## config.mk

```make
export PLATFORM = sky130hd
export DESIGN_NAME = fdiv16_flat
export DESIGN_NICKNAME = d
export VERILOG_FILES = /design/src/rtl/fdiv16_if.sv /design/src/rtl/fdiv16.sv /design/src/flat_wrapper.sv
export SDC_FILE = /design/constraint.sdc
export NUM_CORES = 1
export LEC_CHECK = 0
export CAP_MARGIN = 0
export CORE_ASPECT_RATIO = 1.1
export CORE_MARGIN = 2
export CORE_UTILIZATION = 40
export DETAILED_ROUTE_END_ITERATION = 10
export PLACE_DENSITY = 0.68
export SYNTH_ARGS = -nofsm -noshare
export SYNTH_HDL_FRONTEND = slang
export SYNTH_SLANG_ARGS = --single-unit
```

## constraint.sdc

```tcl
create_clock -name clk -period 6.2 [get_ports clk]
set_input_delay 0.93 -clock clk [delete_from_list [all_inputs] [get_ports clk]]
set_output_delay 0.93 -clock clk [all_outputs]
set_load 0.03 [all_outputs]
```

## src/rtl/fdiv16_if.sv

```systemverilog
// fdiv16_if: request/response bundle for the binary16 divider.
//   start      requester -> divider  start a division (taken only when not busy)
//   x, y       requester -> divider  dividend / divisor, binary16
//   roundmode  requester -> divider  00 RZ, 01 RNE, 10 RM, 11 RP
//   busy       divider -> requester  operation in flight
//   done       divider -> requester  one-cycle completion pulse
//   result     divider -> requester  quotient, held until the next completion
//   flags      divider -> requester  {NV, DZ, OF, UF, NX}, held with result
interface fdiv16_if;
    logic        start;
    logic [15:0] x;
    logic [15:0] y;
    logic [1:0]  roundmode;
    logic        busy;
    logic        done;
    logic [15:0] result;
    logic [4:0]  flags;

    modport master (output start, x, y, roundmode, input busy, done, result, flags);
    modport slave  (input start, x, y, roundmode, output busy, done, result, flags);
endinterface

```

## src/rtl/fdiv16.sv

```systemverilog
// fdiv16: sequential binary16 divider, result = x / y.
// Radix-2 restoring divider with a fixed 16-cycle start->done latency for
// every operand class, including NaN/inf/zero special cases.
//   clk    rising-edge clock
//   reset  synchronous, active-high; aborts any operation without a done pulse
//   bus    fdiv16_if slave: start/x/y/roundmode in, busy/done/result/flags out
//
// state | meaning
// IDLE  | waiting for start; done pulses here for one cycle after RND
// PREP  | classify operands, normalize significands, form the exponent
// DIV   | 13 restoring-division steps, one quotient bit per cycle
// RND   | denormalize tiny results, round, handle overflow, select specials
module fdiv16 (
    input logic     clk,
    input logic     reset,
    fdiv16_if.slave bus
);
    typedef enum logic [1:0] {S_IDLE, S_PREP, S_DIV, S_RND} state_t;

    state_t state_q, state_d;

    logic [15:0]       x_q, y_q;
    logic [1:0]        rm_q;
    logic [12:0]       rem_q, rem_d;
    logic [10:0]       div_q;
    logic [12:0]       quo_q, quo_d;
    logic [3:0]        cnt_q;
    logic signed [7:0] e_q;
    logic              sign_q;
    logic              spec_q;
    logic [15:0]       spec_res_q;
    logic [4:0]        spec_flg_q;
    logic [15:0]       res_q, res_d;
    logic [4:0]        flg_q, flg_d;
    logic              done_q;

    logic accept, ld_prep, step, finish;

    // Returns {exponent(8, signed), significand(11)} with the significand
    // normalized to 1.f; subnormals are shifted up and the exponent lowered.
    function automatic logic [18:0] unpack16(input logic [15:0] v);
        logic [3:0]  lz;
        logic [10:0] m;
        logic [7:0]  e;
        lz = 4'd11;
        for (int i = 0; i < 10; i++) begin
            if (v[i]) lz = 4'(10 - i);
        end
        if (v[14:10] == 5'd0) begin
            m = {1'b0, v[9:0]} << lz;
            e = 8'd1 - {4'd0, lz};
        end else begin
            m = {1'b1, v[9:0]};
            e = {3'd0, v[14:10]};
        end
        unpack16 = {e, m};
    endfunction

    // ---------------- FSM: state register ----------------
    always_ff @(posedge clk) begin
        if (reset) state_q <= S_IDLE;
        else       state_q <= state_d;
    end

    // ---------------- FSM: next state ----------------
    always_comb begin
        state_d = state_q;
        case (state_q)
            S_IDLE:  if (bus.start) state_d = S_PREP;
            S_PREP:  state_d = S_DIV;
            S_DIV:   if (cnt_q == 4'd0) state_d = S_RND;
            S_RND:   state_d = S_IDLE;
            default: state_d = S_IDLE;
        endcase
    end

    // ---------------- FSM: outputs ----------------
    always_comb begin
        accept  = 1'b0;
        ld_prep = 1'b0;
        step    = 1'b0;
        finish  = 1'b0;
        case (state_q)
            S_IDLE:  accept  = bus.start;
            S_PREP:  ld_prep = 1'b1;
            S_DIV:   step    = 1'b1;
            S_RND:   finish  = 1'b1;
            default: ;
        endcase
    end

    assign bus.busy   = (state_q != S_IDLE);
    assign bus.done   = done_q;
    assign bus.result = res_q;
    assign bus.flags  = flg_q;

    // ---------------- PREP: classification and alignment ----------------
    logic x_zero, x_inf, x_nan, x_snan;
    logic y_zero, y_inf, y_nan, y_snan;
    logic [18:0] x_unp, y_unp;
    logic signed [7:0] e_pre, e_d;
    logic [11:0] mx_d;
    logic [10:0] my_d;
    logic        sign_d, spec_d;
    logic [15:0] spec_res_d;
    logic [4:0]  spec_flg_d;

    always_comb begin
        x_zero = (x_q[14:10] == 5'd0)  && (x_q[9:0] == 10'd0);
        x_inf  = (x_q[14:10] == 5'h1F) && (x_q[9:0] == 10'd0);
        x_nan  = (x_q[14:10] == 5'h1F) && (x_q[9:0] != 10'd0);
        x_snan = x_nan && !x_q[9];
        y_zero = (y_q[14:10] == 5'd0)  && (y_q[9:0] == 10'd0);
        y_inf  = (y_q[14:10] == 5'h1F) && (y_q[9:0] == 10'd0);
        y_nan  = (y_q[14:10] == 5'h1F) && (y_q[9:0] != 10'd0);
        y_snan = y_nan && !y_q[9];

        x_unp = unpack16(x_q);
        y_unp = unpack16(y_q);
        my_d  = y_unp[10:0];
        e_pre = $signed(x_unp[18:11]) - $signed(y_unp[18:11]) + 8'sd15;
        // Pre-scaling the dividend keeps the quotient in [1,2).
        if (x_unp[10:0] < y_unp[10:0]) begin
            mx_d = {x_unp[10:0], 1'b0};
            e_d  = e_pre - 8'sd1;
        end else begin
            mx_d = {1'b0, x_unp[10:0]};
            e_d  = e_pre;
        end

        sign_d     = x_q[15] ^ y_q[15];
        spec_d     = 1'b1;
        spec_res_d = 16'h0000;
        spec_flg_d = 5'b00000;
        if (x_nan || y_nan) begin
            spec_res_d = 16'h7E00;
            spec_flg_d = {x_snan | y_snan, 4'b0000};
        end else if ((x_zero && y_zero) || (x_inf && y_inf)) begin
            spec_res_d = 16'h7E00;
            spec_flg_d = 5'b10000;
        end else if (x_inf) begin
            spec_res_d = {sign_d, 15'h7C00};
        end else if (y_inf) begin
            spec_res_d = {sign_d, 15'h0000};
        end else if (y_zero) begin
            spec_res_d = {sign_d, 15'h7C00};
            spec_flg_d = 5'b01000;
        end else if (x_zero) begin
            spec_res_d = {sign_d, 15'h0000};
        end else begin
            spec_d = 1'b0;
        end
    end

    // ---------------- DIV: one restoring step ----------------
    logic        rem_ge;
    logic [12:0] rem_sel;

    always_comb begin
        rem_ge  = (rem_q >= {2'b00, div_q});
        rem_sel = rem_ge ? (rem_q - {2'b00, div_q}) : rem_q;
        rem_d   = rem_sel << 1;
        quo_d   = {quo_q[11:0], rem_ge};
    end

    // ---------------- RND: denormalize, round, pack ----------------
    logic        tiny, lost, guard, rbit, sticky, inexact, inc, ovf;
    logic [7:0]  rsh, exp_base;
    logic [4:0]  shamt;
    logic [25:0] ext;
    logic [12:0] q_sh;
    logic [17:0] mag;
    logic signed [7:0] exp_post;
    logic [15:0] ov_res;

    always_comb begin
        tiny  = (e_q <= 8'sd0);
        rsh   = 8'd1 - e_q;
        shamt = (rsh > 8'd26) ? 5'd26 : rsh[4:0];
        ext   = {quo_q, 13'd0} >> shamt;
        if (tiny) begin
            q_sh = ext[25:13];
            lost = |ext[12:0];
        end else begin
            q_sh = quo_q;
            lost = 1'b0;
        end
        guard   = q_sh[1];
        rbit    = q_sh[0];
        sticky  = (rem_q != 13'd0) | lost;
        inexact = guard | rbit | sticky;

        case (rm_q)
            2'b00:   inc = 1'b0;
            2'b01:   inc = guard & (rbit | sticky | q_sh[2]);
            2'b10:   inc = sign_q & inexact;
            default: inc = !sign_q & inexact;
        endcase

        // The hidden bit of a normal significand lands in the exponent field,
        // so the base is e-1; a rounding carry also ripples into the exponent,
        // which turns a subnormal rounding up to 2^-14 into the normal encoding.
        exp_base = tiny ? 8'd0 : 8'(e_q - 8'sd1);
        mag      = {exp_base, 10'd0} + {7'd0, q_sh[12:2]} + {17'd0, inc};
        exp_post = $signed(mag[17:10]);
        ovf      = !tiny && (exp_post >= 8'sd31);

        case (rm_q)
            2'b00:   ov_res = {sign_q, 15'h7BFF};
            2'b01:   ov_res = {sign_q, 15'h7C00};
            2'b10:   ov_res = sign_q ? 16'hFC00 : 16'h7BFF;
            default: ov_res = sign_q ? 16'hFBFF : 16'h7C00;
        endcase

        if (spec_q) begin
            res_d = spec_res_q;
            flg_d = spec_flg_q;
        end else begin
            res_d = ovf ? ov_res : {sign_q, mag[14:0]};
            flg_d = {2'b00, ovf, tiny & inexact, inexact | ovf};
        end
    end

    // ---------------- datapath registers ----------------
    always_ff @(posedge clk) begin
        if (reset) begin
            x_q        <= 16'h0000;
            y_q        <= 16'h0000;
            rm_q       <= 2'b00;
            rem_q      <= 13'd0;
            div_q      <= 11'd0;
            quo_q      <= 13'd0;
            cnt_q      <= 4'd0;
            e_q        <= 8'sd0;
            sign_q     <= 1'b0;
            spec_q     <= 1'b0;
            spec_res_q <= 16'h0000;
            spec_flg_q <= 5'b00000;
            res_q      <= 16'h0000;
            flg_q      <= 5'b00000;
            done_q     <= 1'b0;
        end else begin
            done_q <= finish;
            if (accept) begin
                x_q  <= bus.x;
                y_q  <= bus.y;
                rm_q <= bus.roundmode;
            end
            if (ld_prep) begin
                rem_q      <= {1'b0, mx_d};
                div_q      <= my_d;
                quo_q      <= 13'd0;
                cnt_q      <= 4'd12;
                e_q        <= e_d;
                sign_q     <= sign_d;
                spec_q     <= spec_d;
                spec_res_q <= spec_res_d;
                spec_flg_q <= spec_flg_d;
            end
            if (step) begin
                rem_q <= rem_d;
                quo_q <= quo_d;
                if (cnt_q != 4'd0) cnt_q <= cnt_q - 4'd1;
            end
            if (finish) begin
                res_q <= res_d;
                flg_q <= flg_d;
            end
        end
    end
endmodule

```

## src/flat_wrapper.sv

```systemverilog
// flat-port wrapper written by rule: the top's interface ports become plain ports
module fdiv16_flat 
  (clk, reset, bus_start, bus_x, bus_y, bus_roundmode, bus_busy, bus_done, bus_result, bus_flags);
  fdiv16_if bus_i ();
  input logic clk;
  input logic reset;
  input wire logic [$bits(bus_i.start)-1:0] bus_start;
  input wire logic [$bits(bus_i.x)-1:0] bus_x;
  input wire logic [$bits(bus_i.y)-1:0] bus_y;
  input wire logic [$bits(bus_i.roundmode)-1:0] bus_roundmode;
  output wire logic [$bits(bus_i.busy)-1:0] bus_busy;
  output wire logic [$bits(bus_i.done)-1:0] bus_done;
  output wire logic [$bits(bus_i.result)-1:0] bus_result;
  output wire logic [$bits(bus_i.flags)-1:0] bus_flags;
  assign bus_i.start = bus_start;
  assign bus_i.x = bus_x;
  assign bus_i.y = bus_y;
  assign bus_i.roundmode = bus_roundmode;
  assign bus_busy = bus_i.busy;
  assign bus_done = bus_i.done;
  assign bus_result = bus_i.result;
  assign bus_flags = bus_i.flags;
  fdiv16 u_core (.clk(clk), .reset(reset), .bus(bus_i));
endmodule
```

==> impl_metrics.xml <==
<?xml version="1.0" encoding="UTF-8"?>
<metrics>
  <group name="logic_synthesis">
    <metric name="synthDominantCellAreaShare" unit="">0.245</metric>
    <metric name="synth_edf_count" unit="">0</metric>
    <metric name="postSynth.asyncResetShare" unit="">0</metric>
    <metric name="synth-seq-cells" unit="">114</metric>
    <metric name="ys_dominant_reg_cell" unit="">dfxtp_1</metric>
    <metric name="gate_count_post_synth" unit="">1265</metric>
    <metric name="synth-seq-area-share" unit="">0.245</metric>
    <metric name="synth_area_per_cell" unit="um2">7.36</metric>
    <metric name="netlist_area" unit="um2">9310</metric>
    <metric name="syn_nets" unit="">1355</metric>
    <metric name="synth_top_cell_by_area" unit="">dfxtp_1</metric>
    <metric name="yosysWarnings" unit="">0</metric>
    <metric name="cell_variety_after_synth" unit="">93</metric>
    <metric name="ys_top_cells_by_area" unit="">dfxtp_1 (25%), ha_1 (6.9%), nand2_1 (6.3%)</metric>
  </group>
  <group name="pwr">
    <metric name="peakVddDrop" unit="V">0.000263</metric>
    <metric name="net-switching-power" unit="mW">3.09</metric>
    <metric name="clock_power_share" unit="">0.166</metric>
    <metric name="power.share.switching" unit="">0.492</metric>
    <metric name="power.density" unit="nW/um2">590</metric>
    <metric name="power.share.sequential" unit="">0.175</metric>
    <metric name="static-leakage-power" unit="nW">4.13</metric>
    <metric name="power_frac_comb" unit="">0.659</metric>
    <metric name="power.internal" unit="mW">3.20</metric>
  </group>
  <group name="route">
    <metric name="detail_route.drc_violations" unit="">0</metric>
    <metric name="first_iter_violations" unit="">916</metric>
    <metric name="drt_wirelength" unit="um">26000</metric>
    <metric name="route.vias.total" unit="">9198</metric>
    <metric name="vias_per_cell" unit="">5.80</metric>
    <metric name="routed_wire_length_per_instance" unit="um">16.4</metric>
    <metric name="postRouteAntennaNets" unit="">0</metric>
    <metric name="first_pass_iters" unit="">5</metric>
  </group>
  <group name="sta">
    <metric name="setup_repair_after_global_routing_missed_its_margin" unit="">no</metric>
    <metric name="final.setup_skew" unit="ps">9.75</metric>
    <metric name="timing.final.max_slew_violations" unit="">0</metric>
    <metric name="report.final.hold_viol_count" unit="">0</metric>
    <metric name="tightestPinTransition" unit="ps">1190</metric>
    <metric name="final_critical_period" unit="ps">5570</metric>
    <metric name="maximum_clock_frequency" unit="MHz">179</metric>
    <metric name="totalNegativeSetupSlack" unit="ps">0</metric>
    <metric name="finalCritPeriodShare" unit="">0.899</metric>
    <metric name="timing.final.setup_violations" unit="">0</metric>
    <metric name="relSlewSlack" unit="">0.208</metric>
  </group>
  <group name="critical_path">
    <metric name="timing.critical_path.mode_cell" unit="">ha_1</metric>
    <metric name="cp_slowest_stage_delay" unit="ps">680</metric>
    <metric name="worstPathBufferInverterCount" unit="">1</metric>
    <metric name="critical_path.startpoint_type" unit="">register</metric>
    <metric name="cp_top_family" unit="">compound AO/OA/AOI/OAI gates</metric>
    <metric name="timing.critical_path.arrival" unit="ps">5910</metric>
    <metric name="worst_setup_path_end_kind" unit="">register</metric>
    <metric name="critPathMaxFanout" unit="">18</metric>
    <metric name="cp_cell_sequence" unit="">inv_1, ha_1, or3b_4, mux2i_4, o22ai_2, o21ai_0, a41oi_1, a2111oi_0, nand3_1, nand3_1, nand2b_1, nand3b_1, o22ai_1, ha_1, ha_1, o211ai_2, nor4_4, o21bai_1, a2111oi_2, and3_4, o21ai_2, o221ai_1</metric>
    <metric name="cp_slowest_cell" unit="">o22ai_2</metric>
    <metric name="critical_path.reg2reg.startpoint" unit="">u_core.e_q[2]</metric>
    <metric name="r2r_end" unit="">u_core.bus.result[10]</metric>
    <metric name="crit_type" unit="">reg2reg</metric>
    <metric name="setup.reg_to_reg.worst_slack" unit="ps">630</metric>
    <metric name="r2r_cells" unit="">22</metric>
    <metric name="critPathRequiredTime" unit="ps">6540</metric>
  </group>
  <group name="floorplan">
    <metric name="rows" unit="">58</metric>
    <metric name="placeableCoreArea" unit="um2">22900</metric>
    <metric name="die-height" unit="um">164</metric>
    <metric name="pin_count" unit="">60</metric>
    <metric name="die_area" unit="um2">24500</metric>
    <metric name="initial_core_util" unit="">0.407</metric>
    <metric name="die_w" unit="um">149</metric>
  </group>
  <group name="clocking">
    <metric name="post-cts-setup-buffer-count" unit="">0</metric>
    <metric name="clock_latency" unit="ps">430</metric>
    <metric name="ctsHtreeMaxLevel" unit="">4</metric>
    <metric name="postCtsResizedCells" unit="">0</metric>
    <metric name="cts.hold.buffers_added" unit="">0</metric>
    <metric name="cts.path.max_buffers" unit="">2</metric>
    <metric name="cts_tree" unit="">yes</metric>
    <metric name="cts.sinks" unit="">114</metric>
    <metric name="numCtsBuffers" unit="">17</metric>
    <metric name="cts_root_buf" unit="">clkbuf_16</metric>
    <metric name="cts.clk_slew.worst_paths" unit="ps">50</metric>
  </group>
  <group name="grt">
    <metric name="gr-usage-all-layers" unit="">0.219</metric>
    <metric name="grt_max_degree" unit="">101</metric>
    <metric name="grt_pass1_vias" unit="">8618</metric>
    <metric name="global_route.overflow_total" unit="">0</metric>
    <metric name="global_route_wire_length_before_repair" unit="um">43600</metric>
    <metric name="grt_antenna_before_repair" unit="">0</metric>
  </group>
  <group name="final_layout">
    <metric name="final_net_count" unit="">1366</metric>
    <metric name="final_core_utilization" unit="">0.466</metric>
    <metric name="area_delta_synth_final" unit="%">14.4</metric>
    <metric name="layout.cells.non_filler" unit="">1587</metric>
    <metric name="share_of_layout_cells_above_drive_strength_1" unit="">0.0777</metric>
    <metric name="insertedDiodeCount" unit="">0</metric>
  </group>
  <group name="status">
    <metric name="outcome" unit="">finished, final reports clean</metric>
  </group>
  <group name="min_path">
    <metric name="hold_path.startpoint" unit="">u_core.bus.result[13]</metric>
    <metric name="hold_class" unit="">reg2reg</metric>
    <metric name="worstHoldPathCells" unit="">2</metric>
    <metric name="min_delay_worst_endpoint" unit="">u_core.bus.result[13]</metric>
  </group>
  <group name="run">
    <metric name="max-cap-violations" unit="">0</metric>
  </group>
  <group name="placed_design">
    <metric name="detailedPlacementHpwl" unit="um">19000</metric>
    <metric name="gpl.final_weighted_congestion" unit="">0.984</metric>
    <metric name="number_of_instances_in_the_placed_design" unit="">1557</metric>
    <metric name="buffer_ports.inserted" unit="">59</metric>
  </group>
</metrics>
## worst max-delay path by stage
stage	from	to	slack [ps]	cells after the start
6_report	u_core.e_q[2]	u_core.bus.result[10]	630	22
4_1_cts	u_core.e_q[2]	u_core.bus.result[10]	720	22
3_5_place_dp	u_core.e_q[2]	u_core.bus.result[10]	720	22
5_1_grt	u_core.e_q[2]	u_core.bus.result[3]	230	22
2_1_floorplan	u_core.e_q[1]	u_core.bus.result[10]	860	25
3_3_place_gp	u_core.y_q[0]	u_core.e_q[6]	820	23
## synthesized netlist by cell type (11+ instances only)
cell type    n
nor2_1     125
and3_1      13
dfxtp_1    114
nand4_1     11
nor2b_1     13
mux2_2      13
xnor2_1     21
clkbuf_1    65
ha_1        51
inv_1       78
nand3_1     42
a21o_1      16
nand2b_1    27
xor2_1      17
a21oi_1    115
o22ai_1     14
o21ai_0     54
o31ai_1     11
nand2_1    155
a31oi_1     11
nor3_1      34
o211ai_1    13
o21bai_1    13
a211oi_1    26
mux2i_1     38
## final cells by class
| cell class | instances | area, um2 |
|---|---|---|
| fillers | 2280 | 12200 |
| flip-flops and latches | 114 | 2280 |
| well taps | 300 | 375 |
| repair buffers | 75 | 708 |
| clock inverters | 11 | 163 |
| multi-input cells | 990 | 6390 |
| inverters | 78 | 293 |
| clock buffers | 19 | 443 |
## state kept, by name, indices dropped and copies added (netlist names), 5 cells and up
register,flops
u_core.y_q,16
u_core.x_q,16
u_core.quo_q,13
u_core.e_q,8
u_core.bus.flags,5
u_core.div_q,11
u_core.rem_q,13
u_core.bus.result,16
## through the flow
step	power, mW	setup slack [ps]	hold slack, ps	area (um2)
2_1_floorplan	4.28	860	441	9310
3_3_place_gp	5.16	818	452	10000
3_5_place_dp	5.18	717	450	10000
4_1_cts	6.25	725	462	10700
5_1_grt	6.86	229	489	10700
6_report	6.29	628	464	10700
## power groups by stage
stage          registers (mW)  logic, mW  clock network, mW
5_1_grt                  1.13       4.64               1.09
6_report                 1.10       4.15               1.04
4_1_cts                  1.10       4.10               1.05
3_5_place_dp             1.11       4.07                  0
3_3_place_gp             1.11       4.05                  0
2_1_floorplan            1.05       3.24                  0
## worst register-to-register path, stage by stage, from the launching register on
cell,delay (ps)
dfxtp_1,400
inv_1,120
ha_1,260
or3b_4,440
mux2i_4,210
o22ai_2,680
o21ai_0,340
a41oi_1,250
a2111oi_0,100
nand3_1,140
nand3_1,110
nand2b_1,90
nand3b_1,80
o22ai_1,190
ha_1,190
ha_1,190
o211ai_2,170
nor4_4,340
o21bai_1,150
a2111oi_2,430
and3_4,270
o21ai_2,110
o221ai_1,240
## cell usage in the layout (no fill, tap or decap), types with 13 or more instances in the layout
cell type,Yosys,final
nor3_1,34,34
xnor2_1,21,21
dfxtp_1,114,114
o21ai_0,54,54
xor2_1,17,17
mux2i_1,38,38
and3_1,13,13
clkdlybuf4s50_1,0,58
mux2_2,13,13
a21o_1,16,16
nand3_1,42,42
a211oi_1,26,26
inv_1,78,78
o22ai_1,14,14
nor2_1,125,125
ha_1,51,51
nor2b_1,13,13
o211ai_1,13,13
clkbuf_16,0,17
nand2_1,155,155
a21oi_1,115,115
o21bai_1,13,13
nand2b_1,27,27
buf_4,0,17
## routing by layer
| layer | routed length (um) | share of wire | vias to the layer above | track usage |
|---|---|---|---|---|
| li1 | - | - | 4556 | - |
| met1 | 11700 | 0.45 | 4210 | 0.284 |
| met2 | 11800 | 0.46 | 359 | 0.364 |
| met3 | 1610 | 0.062 | 73 | 0.0367 |
| met4 | 857 | 0.033 | 0 | 0.0848 |
| met5 | 0 | 0 | - | 0 |
## cell families after synthesis
family | after synthesis | synth area share
compound gates | 360 | 0.261
xor+xnor | 38 | 0.0358
fa+ha+maj | 53 | 0.0729
buf+inv | 161 | 0.0692
flops | 114 | 0.245
mux | 54 | 0.0639
simple gates | 485 | 0.252
Note: power is estimated with default switching activity, not from simulation.
